===== src/rtl/ula_contention.sv =====
// ULA CPU clock sequencer: divides clk_ula by 4 into the Z80 clock and stretches the
// high phase while the CPU touches contended memory or even-port I/O in a display slot.
module ula_contention #(
    parameter logic [8:0] CONT_START = 9'd0,
    parameter logic [8:0] CONT_LINES = 9'd192
) (
    input  logic        clk_ula,
    input  logic        nreset,
    input  logic [8:0]  hc,
    input  logic [8:0]  vc,
    input  logic        cont_en,
    input  logic [15:0] a,
    input  logic        mreq_n,
    input  logic        iorq_n,
    output logic        clk_cpu,
    output logic        cpu_rise,
    output logic        cpu_fall,
    output logic        contended,
    output logic [15:0] stall_cnt
);

    logic [1:0]  cnt_q, cnt_d;
    logic        clk_cpu_q, clk_cpu_d;
    logic        cpu_rise_q, cpu_rise_d;
    logic        cpu_fall_q, cpu_fall_d;
    logic        contended_q, contended_d;
    logic [15:0] stall_cnt_q, stall_cnt_d;

    logic [8:0]  hc_off;
    logic [9:0]  hc_end;
    logic        win;
    logic        req;
    logic        stall;
    logic        hold;
    logic        frame_start;
    logic        unused_bits;

    // Slot index is hc_off[3:1]; slots 6 and 7 of every 8 are left free for the CPU.
    assign hc_off = hc - CONT_START;
    assign hc_end = {1'b0, CONT_START} + 10'd256;
    assign win    = (vc < CONT_LINES) && (hc >= CONT_START) &&
                    ({1'b0, hc} < hc_end) && (hc_off[3:1] < 3'd6);

    assign req         = (!mreq_n && (a[15:14] == 2'b01)) || (!iorq_n && !a[0]);
    assign stall       = cont_en && win && req;
    assign hold        = (cnt_q == 2'd3) && stall;
    assign frame_start = (hc == 9'd0) && (vc == 9'd0);
    assign unused_bits = ^{a[13:1], hc_off[8:4], hc_off[0]};

    always_comb begin
        cnt_d       = hold ? cnt_q : cnt_q + 2'd1;
        clk_cpu_d   = cnt_d[1];
        cpu_rise_d  = (cnt_d == 2'd2) && (cnt_q != 2'd2);
        cpu_fall_d  = (cnt_d == 2'd0) && (cnt_q == 2'd3);
        contended_d = hold;
        stall_cnt_d = stall_cnt_q;
        // Frame clear takes priority over a coincident increment.
        if (frame_start) begin
            stall_cnt_d = 16'd0;
        end else if (hold && (stall_cnt_q != 16'hFFFF)) begin
            stall_cnt_d = stall_cnt_q + 16'd1;
        end
    end

    always_ff @(posedge clk_ula or negedge nreset) begin
        if (!nreset) begin
            cnt_q       <= 2'd0;
            clk_cpu_q   <= 1'b0;
            cpu_rise_q  <= 1'b0;
            cpu_fall_q  <= 1'b0;
            contended_q <= 1'b0;
            stall_cnt_q <= 16'd0;
        end else begin
            cnt_q       <= cnt_d;
            clk_cpu_q   <= clk_cpu_d;
            cpu_rise_q  <= cpu_rise_d;
            cpu_fall_q  <= cpu_fall_d;
            contended_q <= contended_d;
            stall_cnt_q <= stall_cnt_d;
        end
    end

    assign clk_cpu   = clk_cpu_q;
    assign cpu_rise  = cpu_rise_q;
    assign cpu_fall  = cpu_fall_q;
    assign contended = contended_q;
    assign stall_cnt = stall_cnt_q;

endmodule


===== config.mk =====
export PLATFORM = sky130hd
export DESIGN_NAME = ula_contention
export DESIGN_NICKNAME = d
export VERILOG_FILES = /design/src/rtl/ula_contention.sv
export SDC_FILE = /design/constraint.sdc
export NUM_CORES = 1
export LEC_CHECK = 0
export CAP_MARGIN = 40
export CELL_PAD_IN_SITES_DETAIL_PLACEMENT = 1
export CELL_PAD_IN_SITES_GLOBAL_PLACEMENT = 2
export CORE_ASPECT_RATIO = 1.25
export CORE_MARGIN = 4
export CORE_UTILIZATION = 25
export CTS_CLUSTER_DIAMETER = 80
export DETAILED_ROUTE_END_ITERATION = 10
export GPL_TIMING_DRIVEN = 1
export PLACE_DENSITY_LB_ADDON = 0.25
export SLEW_MARGIN = 20
export SYNTH_ARGS = -nofsm -noshare
export SYNTH_HDL_FRONTEND = slang
export SYNTH_SLANG_ARGS = --single-unit

===== constraint.sdc =====
create_clock -name clk_ula -period 2.1 [get_ports clk_ula]
set_input_delay 0.63 -clock clk_ula [delete_from_list [all_inputs] [get_ports clk_ula]]
set_output_delay 0.63 -clock clk_ula [all_outputs]
set_load 0.01 [all_outputs]

======== Word-level counts from Yosys, hierarchy flattened ========
Index checks and enable logic that the tools add are counted.
word-level totals
  register bits after elaboration ......... 22
  input port bits ......................... 39
  word-level logic and storage cells ...... 40
operators by class
  $add $sub $neg .......................... 2
  order comparisons ....................... 4
  equality and inequality tests ........... 5
  muxes and demuxes ....................... 3
  reductions and logical operators ........ 20
operators with widths
  cell                     count
  $mux W16                 2
  $logic_not A9 Y1         2
  $add A16 B1 Y16 const B  1
  $ne A16 B16 Y1 const B   1
  $logic_and A1 B1 Y1      12
  $ge A9 B1 Y1 const B     1
  $lt A9 B8 Y1 const B     1
  $lt A9 B9 Y1 const B     1
  $eq A2 B2 Y1 const B     2
  $logic_not A1 Y1         3
  $lt A3 B3 Y1 const B     1
  $add A2 B1 Y2 const B    1
  $eq A2 B1 Y1 const B     1
  $logic_not A2 Y1         1
  $mux W2                  1
  $ne A2 B2 Y1 const B     1
  $reduce_bool A2 Y1       1
  $logic_or A1 B1 Y1       1

======== Logic depth before layout (Yosys ltp) ========
  word-level depth ........................ 10
  gate-level depth with buffers ........... 7
  gate-level depth less buffers ........... 6

======== Worst setup path before layout ========
OpenSTA, ideal clock, no wires.
  path kind ............................... input -> register
  start ................................... input port hc[2]
  end ..................................... register stall_cnt_q[10] (netlist: stall_cnt[10])
  library setup time ...................... 0.122 ns
  arrival ................................. 1.782 ns
  data required time ...................... 1.978 ns
  slack ................................... 0.196 ns
  stages on the path ...................... 4
  path buffers ............................ 1
  cells stage by stage .................... or4_1 nor4_4 buf_2 nor2_1
between the ends
  cells in the longest elaborated chain, start to end .. 9
  elaborated cells on any way between the ends .. 14
  those cells by class .................... 3 x order compare; 1 x mux; 10 x reduce/logical
RTL lines
  what                                 RTL line  RTL
  start: declaration                   9         input logic [8:0] hc,
  $ge A9 B1 Y1                         41        assign win = (vc < CONT_LINES) && (hc >= CONT_START) &&
  $logic_and A1 B1 Y1 (2 in series)    41
  $logic_and A1 B1 Y1                  42        ({1'b0, hc} < hc_end) && (hc_off[3:1] < 3'd6);
  $logic_and A1 B1 Y1 (2 in series)    45        assign stall = cont_en && win && req;
  $logic_and A1 B1 Y1                  46        assign hold = (cnt_q == 2'd3) && stall;
  $logic_and A1 B1 Y1                  60        end else if (hold && (stall_cnt_q != 16'hFFFF)) begin
  $reduce_bool A2 Y1 (no source line)  -
  end signal: assignment               79        stall_cnt_q <= stall_cnt_d;
  end: declaration                     27        logic [15:0] stall_cnt_q, stall_cnt_d;
Several ways; a longest one is shown, not always the timed one.
A chain may end at the register's enable or synchronous reset.

======== Worst setup path after layout ========
  start ................................... input port hc[2]
  end ..................................... register stall_cnt_q[15] (netlist: stall_cnt[15])
Same word-level chain as after synthesis.

==> qor.csv <==
metric;value;unit
top_level_ports;59;
cts_buffers;3;
p_total;1.02;mW
irDropWorstVdd;0.210;mV
syn_area_per_cell;11.1;µm²
gp_congestion;0.800;
cp_max_fo;6;
cts_num_sinks;21;
cts_hold_buf;0;
worstPathRequired;2.26;ns
slew_headroom;65.6;%
syn_inst;120;
final_hold_viol_count;0;
critPathCapture;stall_cnt[15];
ff2ff_setup_slack;0.25;ns
min_path_type;reg2reg;
synthTopCellsByArea;dfrtp_1, xnor2_1, nor2_1, a2111oi_4, nor4b_4;
synthMuxAreaShare;0.751;%
synth-simple-area-share;33.4;%
finalSetupViolations;0;
ctsHtreeMaxLevel;1;
wl;3.65;mm
end_kind;flop;
clock-skew-final;0.00182;ns
wl_per_cell;15.1;µm
post-route-drc-count;0;
fin_util;40.4;%
clock-root-buffer;clkbuf_8;
die_h;89.6;µm
gr-total-overflow;0;
num_rows;29;
synth_common_cells;dfrtp_1, nor2_1, xnor2_1;
ys_ff_latch;21;
cts_setup_buffers;0;
cp-start-kind;input port;
final_max_slew_viol_count;0;
fp.dieArea;6570;µm²
maxCapViolCount;0;
worst_pin_slew;0.503;ns
vias;1166;
clock_path_buffers;2;
drive_above_1_share;21.2;%
grt_max_degree;22;
antennaDiodeCount;0;
ant_nets;0;
synth-compound-area-share;10.8;%
min_period;2.04;ns
synth_xor_area_share;9.86;%
timing.fmax;490;MHz
yosys.area.top_type;dfrtp_1;
multiInputGateArea;808;µm²
fp.dieW;73.3;µm
r2r_cells;6;
ys_seq_area_share;39.4;%
leakagePower;0.800;nW
final.setup.tns;0;ns
yosysUniqueCellTypes;37;
synth-edff-count;0;
synth_fa_ha_area_share;2.82;%
synth_nets;162;
core;5120;µm²
synth_top_family_by_area;simple AND/OR/NAND/NOR gates;
syn2layout_area_growth;55.0;%
drt_iter0_markers;15;
synth_most_common_cell;dfrtp_1;
final_nets;222;
arrival;2.20;ns
synth-main-ff-cell;dfrtp_1;
firstDrtPassIters;4;
yosysTopAreaCellShare;39.4;%
dp_hpwl;2.79;mm
cts_tree;done;
clk_pin_slew;0.08;ns
rr_startpoint;stall_cnt[0];
synth-async-reset-ratio;100;%
n_fill_cell;566;
status;finished clean;
r2r-end;stall_cnt[14];
yosys_warnings;0;
antenna_found_initial;0;
rsz0062_at_grt;false;
startpoint;hc[2];
io_buffers;45;
insertion_delay;0.26;ns
start_util;26.0;%
netlist_area;1330;µm²
seq_area;526;µm²
grt_pass1_vias;1284;
grt_pass1_wl;5.92;mm
gr-usage-all-layers;11.3;%
final.period_utilization;97.1;%
worstSetupPathType;in2reg;
viasPerCell;4.84;
p_per_area;494;nW/µm²
metal layers:
metal	vias up	GRT usage, %	wire, µm
li1	550	-	-
met1	574	12.5	1530
met2	40	21.7	1830
met3	2	2.67	273
met4	0	2.47	15
met5	-	0	0
critical path: stages:
cell	delay, ns
clkdlybuf4s50_1	0.43
a22oi_2	0.26
o2111ai_4	0.20
buf_12	0.19
nor4_4	0.28
xnor2_1	0.16
nor2_2	0.04
where the power goes:
part | leakage (nW) | internal [mW] | switching (mW)
logic | 0.490 | 0.152 | 0.0948
clock network | 0.0228 | 0.135 | 0.140
registers | 0.287 | 0.447 | 0.0512
total | 0.800 | 0.735 | 0.286
layout by cell type, fill, tap and decap left out, types with 2 or more instances in the layout:
master / synthesis / final
a21oi_1: 2 / 2
clkbuf_8: 0 / 3
buf_4: 0 / 10
a2111oi_4: 2 / 2
nand4_1: 3 / 3
clkdlybuf4s50_1: 0 / 42
dfrtp_1: 21 / 21
inv_1: 3 / 3
nor4b_4: 2 / 2
and3_1: 2 / 2
nand3_1: 4 / 4
buf_12: 0 / 2
nor2_1: 18 / 18
ha_1: 3 / 3
xnor2_1: 15 / 15
nor4_1: 4 / 4
nor2b_1: 2 / 2
nor3b_2: 2 / 3
dlymetal6s2s_1: 0 / 3
nor4_4: 2 / 4
nand2_1: 10 / 10
nor2_2: 2 / 2
how the worst min path moves through the flow:
stage                  start  endpoint  slack [ns]  depth (start not counted)
finish              cnt_q[0]  cnt_q[0]        0.56                          1
global route        cnt_q[0]  cnt_q[0]        0.58                          1
CTS                 cnt_q[0]  cnt_q[0]        0.57                          1
detailed placement  cnt_q[0]  cnt_q[0]        0.55                          1
global placement    cnt_q[0]  cnt_q[0]        0.55                          1
floorplan             nreset   clk_cpu        0.33                          0
flip-flops by register name, summed over array words and instances, names as in the netlist:
register / count
stall_cnt: 16
clk_cpu: 1
cnt_q: 1
contended: 1
cpu_fall: 1
cpu_rise: 1
what timing repair did:
| item | 4_1_cts | 5_1_grt |
|---|---|---|
| pin swaps | 0 | 11 |
| endpoints found under the setup margin | 1 | 10 |
| resized for setup | 1 | 8 |
| cloned | 0 | 1 |
| endpoints found under the hold margin | 0 | 0 |
stage by stage:
step / setup WS [ns] / std cells / cell area [µm²] / hold WS [ns]
2_1_floorplan: 0.196 / 120 / 1330 / 0.334
6_report: 0.0604 / 241 / 2070 / 0.565
3_3_place_gp: -0.258 / 236 / 1950 / 0.545
4_1_cts: 0.00324 / 240 / 2000 / 0.571
5_1_grt: 0.00144 / 241 / 2070 / 0.582
3_5_place_dp: -0.287 / 236 / 1950 / 0.555
cell families after synthesis:
logic type,after synthesis
AO/OA/AOI/OAI,11
XOR/XNOR,15
adder cells (fa/ha/maj),3
buffers and inverters,6
flip-flops,21
multiplexers,1
AND/OR/NAND/NOR,63
area by class of cell:
cell class	count	area share, %
Clock buffer	4	2.18
Sequential cell	21	25.4
Timing Repair Buffer	58	29.0
Tap cell	62	3.76
Inverter	3	0.545
Multi-Input combinational cell	93	39.1
Power figures use the tool's default switching activity.
